--- config.mk ---
export PLATFORM = sky130hd
export DESIGN_NAME = instruction_sequencer
export DESIGN_NICKNAME = d
export VERILOG_FILES = /design/src/rtl/cpu_pkg.sv /design/src/rtl/program_rom_ram.sv /design/src/rtl/instruction_sequencer.sv
export SDC_FILE = /design/constraint.sdc
export NUM_CORES = 1
export LEC_CHECK = 0
export CAP_MARGIN = 20
export CORE_MARGIN = 1
export CORE_UTILIZATION = 59
export CTS_CLUSTER_DIAMETER = 30
export DETAILED_ROUTE_END_ITERATION = 8
export PLACE_DENSITY_LB_ADDON = 0.08
export SLEW_MARGIN = 20
export SYNTH_ARGS = -nofsm -noshare
export SYNTH_HDL_FRONTEND = slang
export SYNTH_SLANG_ARGS = --single-unit
export TNS_END_PERCENT = 1
--- constraint.sdc ---
create_clock -name clk -period 8.55 [get_ports clk]
set_clock_uncertainty 0.2 [all_clocks]
set_input_delay 1.71 -clock clk [delete_from_list [all_inputs] [get_ports clk]]
set_output_delay 1.71 -clock clk [all_outputs]
set_load 0.1 [all_outputs]
--- src/rtl/cpu_pkg.sv ---
// cpu_pkg: shared definitions for the 8-bit CPU front end.
//   - instruction class encodings (CLS_*)
//   - ALU opcode constants (OP_*)
//   - instruction word field positions and packed instruction layout
//   - sequencer state encoding
package cpu_pkg;

    localparam int INSTR_W = 22;

    // Instruction word fields
    localparam int CLS_HI   = 21;
    localparam int CLS_LO   = 20;
    localparam int SAVE_BIT = 19;
    localparam int OP_HI    = 18;
    localparam int OP_LO    = 16;
    localparam int A_HI     = 15;
    localparam int A_LO     = 8;
    localparam int B_HI     = 7;
    localparam int B_LO     = 0;

    // Instruction classes
    localparam logic [1:0] CLS_ALU  = 2'b00;
    localparam logic [1:0] CLS_JMP  = 2'b01;
    localparam logic [1:0] CLS_HALT = 2'b10;
    localparam logic [1:0] CLS_NOP  = 2'b11;

    // ALU selects
    localparam logic [2:0] OP_ADD = 3'b000;
    localparam logic [2:0] OP_SUB = 3'b001;
    localparam logic [2:0] OP_AND = 3'b010;
    localparam logic [2:0] OP_OR  = 3'b011;
    localparam logic [2:0] OP_XOR = 3'b100;
    localparam logic [2:0] OP_SHL = 3'b101;
    localparam logic [2:0] OP_SHR = 3'b110;
    localparam logic [2:0] OP_CMP = 3'b111;

    // Packed view matching the field positions above (MSB first)
    typedef struct packed {
        logic [1:0] cls;
        logic       save;
        logic [2:0] op;
        logic [7:0] a;
        logic [7:0] b;
    } instr_t;

    typedef enum logic [1:0] {
        ST_IDLE   = 2'd0,
        ST_FETCH  = 2'd1,
        ST_EXEC   = 2'd2,
        ST_HALTED = 2'd3
    } state_t;

endpackage

--- src/rtl/program_rom_ram.sv ---
// program_rom_ram: PROG_DEPTH x INSTR_W program store.
//   clk    - clock
//   reset  - async active-high, clears the read register only
//   we     - write strobe (already qualified by the caller)
//   waddr  - write address
//   wdata  - write data
//   re     - read enable
//   raddr  - read address
//   rdata  - registered read data (acts as the instruction register)
// The array itself is not reset.
import cpu_pkg::*;

module program_rom_ram #(
    parameter int PROG_DEPTH = 16,
    parameter int ADDR_W     = 4
) (
    input  logic               clk,
    input  logic               reset,
    input  logic               we,
    input  logic [ADDR_W-1:0]  waddr,
    input  logic [INSTR_W-1:0] wdata,
    input  logic               re,
    input  logic [ADDR_W-1:0]  raddr,
    output logic [INSTR_W-1:0] rdata
);

    logic [INSTR_W-1:0] mem [PROG_DEPTH];

    always_ff @(posedge clk) begin
        if (we)
            mem[waddr] <= wdata;
    end

    always_ff @(posedge clk or posedge reset) begin
        if (reset)
            rdata <= '0;
        else if (re)
            rdata <= mem[raddr];
    end

endmodule

--- src/rtl/instruction_sequencer.sv ---
// instruction_sequencer: fetches program words, steps the PC and issues
// ALU instructions to the execute stage over a valid/ready handshake.
//   clk, reset          - clock, async active-high reset
//   prog_we/addr/data   - program load port (honoured in IDLE/HALTED only)
//   start               - run from PC 0 (honoured in IDLE/HALTED only)
//   issue_ready         - execute stage accepts the current issue
//   issue_valid         - a/b/opcode/save carry a valid ALU instruction
//   a, b, opcode, save  - issued instruction fields (held when not valid)
//   pc                  - current program counter
//   busy, halted        - status (FETCH/EXEC, HALTED)
import cpu_pkg::*;

module instruction_sequencer #(
    parameter int PROG_DEPTH = 16,
    parameter int ADDR_W     = 4
) (
    input  logic              clk,
    input  logic              reset,
    input  logic              prog_we,
    input  logic [ADDR_W-1:0] prog_addr,
    input  logic [21:0]       prog_data,
    input  logic              start,
    input  logic              issue_ready,
    output logic              issue_valid,
    output logic [7:0]        a,
    output logic [7:0]        b,
    output logic [2:0]        opcode,
    output logic              save,
    output logic [ADDR_W-1:0] pc,
    output logic              busy,
    output logic              halted
);

    state_t             state;
    logic [INSTR_W-1:0] ir_raw;
    instr_t             ir;
    logic               loadable;

    // Last issued fields, shown while issue_valid is low
    logic [7:0]         a_hold;
    logic [7:0]         b_hold;
    logic [2:0]         op_hold;
    logic               save_hold;

    assign loadable = (state == ST_IDLE) || (state == ST_HALTED);
    assign ir       = instr_t'(ir_raw);

    // Memory read register doubles as the instruction register; it is
    // loaded on the FETCH->EXEC edge.
    program_rom_ram #(
        .PROG_DEPTH (PROG_DEPTH),
        .ADDR_W     (ADDR_W)
    ) u_prog (
        .clk   (clk),
        .reset (reset),
        .we    (prog_we && loadable),
        .waddr (prog_addr),
        .wdata (prog_data),
        .re    (state == ST_FETCH),
        .raddr (pc),
        .rdata (ir_raw)
    );

    // Valid is driven straight from state/ir so the first issue appears one
    // edge after FETCH, and clears the instant reset asserts.
    assign issue_valid = (state == ST_EXEC) && (ir.cls == CLS_ALU);
    assign a           = issue_valid ? ir.a    : a_hold;
    assign b           = issue_valid ? ir.b    : b_hold;
    assign opcode      = issue_valid ? ir.op   : op_hold;
    assign save        = issue_valid ? ir.save : save_hold;

    always_ff @(posedge clk or posedge reset) begin
        if (reset) begin
            state     <= ST_IDLE;
            pc        <= '0;
            busy      <= 1'b0;
            halted    <= 1'b0;
            a_hold    <= '0;
            b_hold    <= '0;
            op_hold   <= '0;
            save_hold <= 1'b0;
        end else begin
            case (state)
                ST_IDLE, ST_HALTED: begin
                    if (start) begin
                        pc     <= '0;
                        state  <= ST_FETCH;
                        busy   <= 1'b1;
                        halted <= 1'b0;
                    end
                end
                ST_FETCH: begin
                    state <= ST_EXEC;
                end
                ST_EXEC: begin
                    case (ir.cls)
                        CLS_ALU: begin
                            if (issue_ready) begin
                                a_hold    <= ir.a;
                                b_hold    <= ir.b;
                                op_hold   <= ir.op;
                                save_hold <= ir.save;
                                pc        <= pc + ADDR_W'(1);
                                state     <= ST_FETCH;
                            end
                        end
                        CLS_JMP: begin
                            pc    <= ir.b[ADDR_W-1:0];
                            state <= ST_FETCH;
                        end
                        CLS_NOP: begin
                            pc    <= pc + ADDR_W'(1);
                            state <= ST_FETCH;
                        end
                        default: begin // CLS_HALT
                            state  <= ST_HALTED;
                            busy   <= 1'b0;
                            halted <= 1'b1;
                        end
                    endcase
                end
                default: state <= ST_IDLE;
            endcase
        end
    end

endmodule

* After elaboration in Yosys (flattened, before gate mapping)
Memories as Yosys holds them, arrays and structs flattened. A register that Yosys moved wholly into a read port is not among the register bits.
Index checks and enable logic that the tools add are counted.
** Storage, ports and cells
- Register bits :: 28
- Bits in latches :: 0
- Bits in writable memories :: 352
- Bits in read-only memories :: 0
- Output and inout bits :: 27
- Logic and storage cells :: 52
- Memories :: 1
** Cells by class
- Add/sub/neg operators :: 1
- Multiply operators :: 0
- Divide/modulo/power cells :: 0
- $lt $le $gt $ge :: 0
- Equal/unequal tests :: 9
- Shift-type cells :: 0
- Multiplexer cells :: 20
- Bitwise logic cells :: 0
- Reduce and logical (&&, ||, !) cells :: 13
** Memory list
- u_prog.mem :: words 16, bits a word 22, read ports 1, clocked after memory_dff 1, write ports 1, line program_rom_ram.sv:27 : logic [INSTR_W-1:0] mem [PROG_DEPTH];
** Operator list (number)
- $mux 8 :: 2
- $pmux 4 s3 :: 1
- $mux 4 :: 2
- $pmux 4 s2 :: 1
- $mux 1 :: 7
- $eq 2x2->1 const B :: 3
- $pmux 2 s3 :: 1
- $reduce_and 3->1 :: 2
- $add 4x1->4 const B :: 1
- $eq 2x1->1 const B :: 2
- $logic_not 2->1 :: 2
- $mux 2 :: 2
- $ne 2x2->1 const B :: 2
- $ne 4x1->1 const B :: 1
- $pmux 1 s2 :: 2
- $pmux 2 s2 :: 1
- $reduce_and 4->1 :: 1
- $reduce_or 2->1 :: 2
- $mux 3 :: 1
- $ne 3x3->1 const B :: 1
- $reduce_or 3->1 :: 1
- $logic_and 1x1->1 :: 2
- $reduce_and 2->1 :: 1
- $reduce_bool 2->1 :: 1
- $logic_or 1x1->1 :: 1

* Longest topological paths before layout
Gate-level depths: netlist of run 1.
- Depth in word-level cells :: 5
- Depth in mapped cells :: 7
- Mapped depth without buffers :: 6

* Hierarchy
Synthesis of run 1 repeated with hierarchy kept, for this count alone.
** Unflattened totals
- Cell total of the unflattened synthesis :: 742
- Area, all modules :: 15972.8 um^2
** By module, submodules not included
- program_rom_ram :: instances 1, cells an instance 610, area each 14415.1 um^2, sequential area each 11120.7 um^2
- instruction_sequencer :: instances 1, cells an instance 132, area each 1557.7 um^2, sequential area each 700.7 um^2

* Worst setup path before layout of run 1
No wires, ideal clock.
- Path type :: input to register
- Start :: in prog_addr[3]
- End :: mem u_prog.mem[0][0] (enable)
- Data arrival time :: 3.679 ns
- Setup slack :: 4.243 ns
- Stages :: 2
- Buffers on the path :: 0
- Cell sequence :: or3_1 > nor3_1
** RTL lines
- start: declaration :: line instruction_sequencer.sv:20 : input logic [ADDR_W-1:0] prog_addr,
- end: declaration :: line program_rom_ram.sv:27
Straight into the memory's write port.

* Worst setup path after layout of run 1
- Start :: reg state[0]
- End :: out a[4]
** On the way
- Word-level cells in the longest chain between the ends :: 3
** Ends and longest elaborated chain
- start: declaration :: line instruction_sequencer.sv:34 : state_t state;
- start signal: assignment :: line instruction_sequencer.sv:74 : state <= ST_IDLE;
- start signal: assignment :: line instruction_sequencer.sv:87 : state <= ST_FETCH;
- start signal: assignment :: line instruction_sequencer.sv:93 : state <= ST_EXEC;
- $eq 2x2->1 :: line instruction_sequencer.sv:66 : assign issue_valid = (state == ST_EXEC) && (ir.cls == CLS_ALU);
- $logic_and 1x1->1 :: line instruction_sequencer.sv:66
- $mux 8 :: line instruction_sequencer.sv:67 : assign a = issue_valid ? ir.a : a_hold;
- end: declaration :: line instruction_sequencer.sv:25 : output logic [7:0] a,
Every way passes these cells.

==> results of run 1 <==
==> routing by layer <==
metal  GRT usage (%)  share of wire, %
met3           5.095               7.3
met2           45.49                50
met1           36.32                39
met5               0                 0
met4           10.22               2.9
==> logic make-up after synthesis <==
logic type                 Yosys count  share of synthesized area (%)
DFF                                402                          75.23
AOI/OAI and AO/OA                   95                          3.902
and+or+nand+nor                     50                          1.585
adders and majority gates            4                         0.3185
buffers and inverters               46                          1.752
muxes                              161                          17.21
==> stage by stage <==
stage	util [%]	setup slack [ns]	hold slack (ns)
final	74.02	3.247	0.2824
after global routing	74.02	3.127	0.3007
after CTS	74.02	3.251	0.2870
after detailed placement	64.09	3.830	0.2757
after global placement	64.09	3.927	0.2623
after floorplan	-	4.243	0.2541
==> cell usage after synthesis, types with 2 or more instances <==
master,instances,area [um2]
sky130_fd_sc_hd__o31ai_1,2,15.01
sky130_fd_sc_hd__buf_12,2,40.04
sky130_fd_sc_hd__a31oi_1,5,31.28
sky130_fd_sc_hd__mux4_1,12,315.3
sky130_fd_sc_hd__mux2_2,37,416.7
sky130_fd_sc_hd__dfrtp_1,50,1251
sky130_fd_sc_hd__o21ai_1,2,10.01
sky130_fd_sc_hd__o22ai_2,4,50.05
sky130_fd_sc_hd__ha_1,4,50.05
sky130_fd_sc_hd__mux2i_1,26,260.3
sky130_fd_sc_hd__or2_1,2,12.51
sky130_fd_sc_hd__nor3_1,4,20.02
sky130_fd_sc_hd__mux2_1,20,225.2
sky130_fd_sc_hd__buf_2,17,85.08
sky130_fd_sc_hd__o32ai_1,5,43.79
sky130_fd_sc_hd__nor2b_1,3,18.77
sky130_fd_sc_hd__buf_6,3,33.78
sky130_fd_sc_hd__mux4_2,66,1486
sky130_fd_sc_hd__o21ai_0,5,25.02
sky130_fd_sc_hd__inv_1,6,22.52
sky130_fd_sc_hd__nand2b_1,8,50.05
sky130_fd_sc_hd__nor2_1,16,60.06
sky130_fd_sc_hd__nand2_1,10,37.54
sky130_fd_sc_hd__buf_4,7,52.55
sky130_fd_sc_hd__a21oi_1,23,115.1
sky130_fd_sc_hd__edfxtp_1,352,10570
sky130_fd_sc_hd__clkbuf_1,10,37.54
sky130_fd_sc_hd__o22ai_1,40,250.2
==> area by class of cell <==
type                       count  share of cell area, %
multi-input combinational    310                  19.03
timing repair buffer          82                  3.931
inverter                       6                 0.1168
clock inverter                51                  3.522
clock buffer                  81                  9.892
sequential                   402                  61.33
tap                          335                  2.173
==> state kept, by name, indices dropped and copies added (netlist names), 2 cells and up <==
register	flops
pc	4
u_prog.mem	352
a_hold	8
state	2
b_hold	8
u_prog.rdata	22
op_hold	3
==> worst paths after layout <==
path / startpoint / to / slack, ns / depth (start not counted)
hold reg to reg: a_hold[3]$_DFFE_PP0P_ / a_hold[3]$_DFFE_PP0P_ / 0.28 / 1
hold / removal: a_hold[3]$_DFFE_PP0P_ / a_hold[3]$_DFFE_PP0P_ / 0.28 / 1
max in group asynchronous: reset / pc[1]$_DFFE_PP0P_ / 6.02 / 3
setup / recovery: state[0]$_DFFE_PP0P_ / a[4] / 3.25 / 7
min in group asynchronous: reset / u_prog.rdata[4]$_DFFE_PP0N_ / 1.53 / 3
setup reg to reg: pc[2]$_DFFE_PP0P_ / u_prog.rdata[18]$_DFFE_PP0N_ / 5.34 / 6
==> layout by cell type, fill, tap and decap left out, types with 3 or more instances in the layout <==
cell	n
sky130_fd_sc_hd__mux2i_1	26
sky130_fd_sc_hd__clkinv_4	9
sky130_fd_sc_hd__ha_1	3
sky130_fd_sc_hd__buf_4	25
sky130_fd_sc_hd__nand2_1	10
sky130_fd_sc_hd__mux2_1	20
sky130_fd_sc_hd__inv_6	8
sky130_fd_sc_hd__edfxtp_1	352
sky130_fd_sc_hd__o21ai_0	5
sky130_fd_sc_hd__a31oi_1	5
sky130_fd_sc_hd__nor2b_1	3
sky130_fd_sc_hd__bufinv_16	13
sky130_fd_sc_hd__clkbuf_1	4
sky130_fd_sc_hd__clkinv_2	9
sky130_fd_sc_hd__a21oi_1	23
sky130_fd_sc_hd__nor2_2	13
sky130_fd_sc_hd__o32ai_1	5
sky130_fd_sc_hd__clkbuf_8	3
sky130_fd_sc_hd__o22ai_1	40
sky130_fd_sc_hd__nor3_2	4
sky130_fd_sc_hd__nor2_1	3
sky130_fd_sc_hd__mux4_2	66
sky130_fd_sc_hd__inv_1	5
sky130_fd_sc_hd__o22ai_2	4
sky130_fd_sc_hd__clkbuf_16	74
sky130_fd_sc_hd__nand2b_1	8
sky130_fd_sc_hd__clkinv_1	5
sky130_fd_sc_hd__dfrtp_1	46
sky130_fd_sc_hd__mux4_1	12
sky130_fd_sc_hd__clkdlybuf4s50_1	57
sky130_fd_sc_hd__mux2_2	37
sky130_fd_sc_hd__inv_8	4
==> power by group <==
| part | leakage [nW] | switching [W] | internal [W] |
|---|---|---|---|
| registers | 3.77 | 0.000113 | 0.00229 |
| logic | 1.39 | 0.000862 | 0.000449 |
| clock network | 1.27 | 0.000963 | 0.00202 |
==> critical path, cell delays in order, from the launching register on <==
cell	delay, ns
sky130_fd_sc_hd__dfrtp_1	0.41
sky130_fd_sc_hd__inv_1	0.08
sky130_fd_sc_hd__ha_1	0.23
sky130_fd_sc_hd__nand2b_1	0.14
sky130_fd_sc_hd__nor2_2	0.19
sky130_fd_sc_hd__buf_4	0.39
sky130_fd_sc_hd__mux2_2	0.25
sky130_fd_sc_hd__clkdlybuf4s50_1	1.13
==> results.md, run 1 <==
- The run finished with clean final reports.
- The final RePlAce weighted congestion is between 0.8 and 0.9.
- Yosys mapped a number of flops with a built-in enable equal to approximately 350.
- The maximum count of clock buffers along a single path is 3.
- Once the clock tree was built, the setup fixing pass inserted 0 buffers.
- The via count of the first global-routing pass is around 8600.
- The number of instances in the placed design is 1135.
- The final layout contains around 910 nets.
- The post-cts gate resize count is 0.
- Clock-pin slew was measured on the worst setup and hold paths at around 0.050 ns.
- The multi-input combinational cell area is 3671 um2.
- The minimum period implied by the final worst setup slack is approximately 5.3 ns.
- The worst setup path is launched from a flop.
- The final hold violation count is 0.
- In the synthesized netlist the async set-or-reset flop fraction comes to between 10% and 20%.
- The actual slew at the worst max-slew pin is between 1 and 1.5 ns.
- In the global route stage, overall resource usage came out at about 27%.
- In the synthesized netlist the dominant register cell turns out to be sky130_fd_sc_hd__edfxtp_1.
- The fraction of layout cells with a size suffix above 1 is between 20% and 30%.
- For this run, the number of standard cells in the final layout without fillers is about 1300.
- The clock buffer count from CTS is just over 70.
- The maximum level of the CTS H-tree is 3.
- The clock tree from TritonCTS is built.
- Setup violations remaining at the end of the flow were counted as 0.
- Port buffering added 57 buffers.
- The synthesized netlist contains 45 unique library cells.
- Setup repair after global routing left no endpoint under its margin.
- The area growth from synthesis to layout is 22.77%.
- The routed wire length is 35440 um.
- The sequential area share after synthesis is between 70% and 80%.
- In the final timing run, aggregate negative setup slack is 0 ns.
- Entering global routing, the biggest net connects 51 pins.
- The number of detailed-route iterations in the first pass is 5.
- Dividing the final minimum period by the clock period gives between 60% and 70%.
- The global-route wire length before repair is between 50000 and 60000 um.
- IR analysis of the VDD net gives a maximum drop of roughly 290 uV.
- The synthesized area divided by synthesized cell count is roughly 21 um2.
- The diode insertion count for antenna repair is 0.
- Yosys printed 0 warnings.
- The core area is approximately 26000 um2.
- The type of the tightest min-delay check is flop to flop.
- The filler cells instantiated in the layout total between 1000 and 1500.
- Once the floorplan was initialized, standard cells occupied between 60% and 70% of the core.
- The number of violations reported at the end of detailed-routing iteration 0 is 866.
- The detailed-route DRC error count is 0.
- Dividing the detail-routed wire length by the instance count gives approximately 28 um.
- In the final layout, flip-flops and latches occupy ~12000 um2.
- In this run the cell area of the synthesized design comes to around 16000 um2.
- The clock tree root buffer cell is sky130_fd_sc_hd__clkbuf_16.
- The top achievable clock speed is between 0.15 and 0.2 GHz.
- The worst setup path is of the flop to output port kind.
- The static leakage power is around 6.4 nW.
- The total grt overflow is 0.
- The y dimension of the die is between 150 and 200 um.
- The cell count after synthesis is around 760.
- The count of vias placed by the detailed router is about 8100.
- The biggest fanout along the worst timing path is 19.
- The sort of element at the end of the critical path is an output port.
- The total power of the final layout is around 0.0067 W.
- The clock latency on the worst-skew pair is around 0.55 ns.
- The count of pins over their slew limit is 0.
- The total cell area at the placement stage is approximately 17000 um2.
- Counting every net in the synthesized netlist gives around 790.
- The CTS sink count is approximately 400.
- The max-cap check violation count is 0.
- The signal arrival time at the worst endpoint is approximately 3.4 ns.
- In this run the power density over the cells is roughly 350 nW/um2.
- After legalization and detailed placement, the total HPWL measured between 15000 and 20000 um.
- The number of hold buffers added after CTS was 0.
- The required arrival time at the worst endpoint is approximately 6.6 ns.
- In this run the remaining antenna-violating nets after routing total 0.
- The cell area after layout is 19290 um2.
- Headroom to the max-slew limit came out at between 20 and 25%.
- During I/O placement, the number of pins put on the boundary was 58.
- The width of the chip is about 170 um.
- The floorplan has 59 rows.
- The number of antenna violations at the first check in global routing is 0.
- The floorplan step defined a die boundary enclosing 27290 um2.
- Dividing the detail-routed via count by the number of cells gives about 6.4.
- Synthesis inferred between 400 and 500 register bits.
Note: power is estimated with default switching activity, not from simulation.
==> run 2: changes to the inputs <==
==> constraint.sdc (replaced) <==
create_clock -name clk -period 4.9 [get_ports clk]
set_clock_uncertainty 0.2 [all_clocks]
set_input_delay 0.98 -clock clk [delete_from_list [all_inputs] [get_ports clk]]
set_output_delay 0.98 -clock clk [all_outputs]
set_load 0.1 [all_outputs]
==> results.md, run 2 (synthesis results as in run 1) <==
- The post-CTS setup-driven buffer insertion count is 0.
- The count of vias placed by the detailed router is ~8000.
- The number of buffers added on ports is 57.
- Gates resized during post-CTS repair numbered 0.
- The max-cap check violation count is 0.
- Subtracting the final worst setup slack from the clock period gives between 3 and 4 ns.
- Setup violations remaining at the end of the flow were counted as 0.
- The top cell types in the final layout, fill and taps aside, are 352 x sky130_fd_sc_hd__edfxtp_1, 72 x sky130_fd_sc_hd__clkbuf_16, 66 x sky130_fd_sc_hd__mux4_2.
- The worst setup path is captured at an output port.
- The via count of the first global-routing pass is ~8400.
- For this run the aggregate overflow at the end of global routing stands at 0.
- The count of pins over their slew limit is 0.
- Clock-pin slew was measured on the worst setup and hold paths at approximately 0.050 ns.
- Counting the buffers created by CTS gives just over 70.
- The total global-route track usage is 26.52%.
- The floorplan die area is roughly 27000 um2.
- The total power per unit cell area is approximately 600 nW/um2.
- From bottom edge to top edge, the die measures between 150 and 200 um.
- The final RePlAce weighted congestion is 0.7450.
- The worst max-slew margin expressed relative to the limit is between 20% and 30%.
- The diode insertion count for antenna repair is 0.
- In this run the standard cell core region covers about 26000 um2.
- The number of violations reported at the end of detailed-routing iteration 0 is 634.
- The routed wire length is roughly 34000 um.
- The clock tree from TritonCTS is built.
- The area growth from synthesis to layout is 22.03%.
- The floorplan has between 50 and 60 rows.
- The final hold violation count came to 0.
- In the final design database the tool counted 907 nets.
- The number of detailed-route iterations in the first pass is 5.
- The clock reaches the later pin of the worst-skew pair after between 0.5 and 0.6 ns.
- Setup repair after global routing left no endpoint under its margin.
- The worst setup path is launched from a flop.
- In the final layout, the registers with the most flip-flops are u_prog.mem: 352 flops, u_prog.rdata: 22 flops.
- The period utilization is 76.77%.
- The met1 global-route usage is about a third.
- The type of the worst setup path is flop to output port.
- The run finished with clean final reports.
- Data on the critical path is required at its endpoint by approximately 3.7 ns.
- The detailed-route DRC error count is 0.
- Ranked by flip-flop count, first place goes to u_prog.mem.
- The number of antenna violations at the first check in global routing is 0.
- Fill cells in the final layout number roughly 1500.
- The pin count of the biggest net entering global routing is between 50 and 60.
- During I/O placement, the number of pins put on the boundary was 58.
- For the pin with the worst max-slew slack, the measured transition is 1.105 ns.
- The width of the chip is ~170 um.
- In the final routed layout, each cell accounts on average for between 20 and 30 um.
- In this run the worst path has a maximum fanout of 22.
- The global-route wire length before repair is 50850 um.
- The tree is rooted in a sky130_fd_sc_hd__clkbuf_16.
- The wire-length estimate of the detail-placed layout is ~18000 um.
- The static leakage power is between 6 and 7 nW.
- After detailed routing, the number of vias per cell comes to around 6.3.
- After global routing, the most crowded layer is met2.
- The met2 track demand over resource in global routing is 44.31%.
- Adding up every negative setup slack in the final design gives 0 ns.
- The library cell used most frequently in the layout, excluding fill and tap cells, is sky130_fd_sc_hd__edfxtp_1.
- The maximum level of the CTS H-tree is 3.
- The maximum count of clock buffers along a single path is 3.
- The type of the tightest min-delay check is flop to flop.
- Summing all placed instances gives a cell area of 16680 um2.
- The number of nets with antenna violations after detailed routing is 0.
- The initial cell density of the core is between 60% and 70%.
- For this run, the top clock speed supported by timing is 0.2658 GHz.
- The met3 track utilization from global routing is 5.694%.
- The signal arrival time at the worst endpoint is between 2 and 3 ns.
- The peak supply drop is between 500 and 600 uV.
- For this design, the sink count on the clock tree is approximately 400.
- The flip-flop count of the largest register, all copies and words added is approximately 350.
- Of the cells placed in the final design, the portion with a size suffix greater than 1 is 31.47%.
- The hold-fix buffer count after cts is 0.
- The finished cells cover 19170 um2.
-- run 2: cell types whose count changed in the layout (fill, tap and decap cells not counted), moves of 3 or more --
cell | before | now
sky130_fd_sc_hd__clkinv_4 | 9 | 6
sky130_fd_sc_hd__buf_4 | 25 | 42
sky130_fd_sc_hd__buf_12 | 0 | 3
sky130_fd_sc_hd__clkdlybuf4s50_1 | 57 | 36
sky130_fd_sc_hd__inv_8 | 4 | 1
sky130_fd_sc_hd__clkbuf_1 | 4 | 9
sky130_fd_sc_hd__clkinvlp_4 | 2 | 7
-- run 2: power breakdown --
group          internal, W  switching [W]
registers          0.00400       0.000195
clock network      0.00335        0.00167
logic             0.000763        0.00150
total              0.00812        0.00336
-- run 2: final timing paths --
kind,cells past startpoint,slack [ns],startpoint,end
setup / recovery,7,1.14,state[0]$_DFFE_PP0P_,save
hold / removal,1,0.28,a_hold[6]$_DFFE_PP0P_,a_hold[6]$_DFFE_PP0P_
setup reg to reg,5,1.82,pc[2]$_DFFE_PP0P_,u_prog.rdata[3]$_DFFE_PP0N_
hold reg to reg,1,0.28,a_hold[6]$_DFFE_PP0P_,a_hold[6]$_DFFE_PP0P_
max in group asynchronous,3,2.92,reset,pc[1]$_DFFE_PP0P_
min in group asynchronous,2,0.64,reset,b_hold[6]$_DFFE_PP0P_
-- run 2: routing by layer --
layer | routed length [um] | up-vias
li1 | - | 3410
met1 | 14140 | 4200
met5 | 0 | -
met2 | 17570 | 286
met3 | 1888 | 67
met4 | 725 | 0
-- run 2: through the flow --
step	power [W]	std cells	setup slack (ns)	util, %	hold WS (ns)
6_report	0.01148	1266	1.138	73.58	0.2811
3_3_place_gp	0.006452	1134	1.531	64.01	0.2638
4_1_cts	0.01155	1266	1.125	73.58	0.2837
2_1_floorplan	0.005954	758	1.323	-	0.2541
5_1_grt	0.01187	1266	1.049	73.58	0.3058
3_5_place_dp	0.006509	1134	1.541	64.01	0.2721
-- run 2: layout make-up --
cell class,instances,area (um2),area share (%)
clock buffers,84,1877,9.788
clock inverters,48,616.8,3.217
inverters,6,22.52,0.1175
multi-input cells,310,3672,19.15
flip-flops and latches,402,11830,61.70
well taps,335,419.2,2.186
repair buffers,81,735.7,3.837
-- run 2: critical path, stage by stage, from the launching register on --
cell and delay, ns:
sky130_fd_sc_hd__dfrtp_1 0.42, sky130_fd_sc_hd__inv_1 0.08, sky130_fd_sc_hd__ha_1 0.23, sky130_fd_sc_hd__nand2b_1 0.15, sky130_fd_sc_hd__nor2_2 0.12, sky130_fd_sc_hd__buf_4 0.37
sky130_fd_sc_hd__mux2_2 0.42, sky130_fd_sc_hd__buf_4 0.24
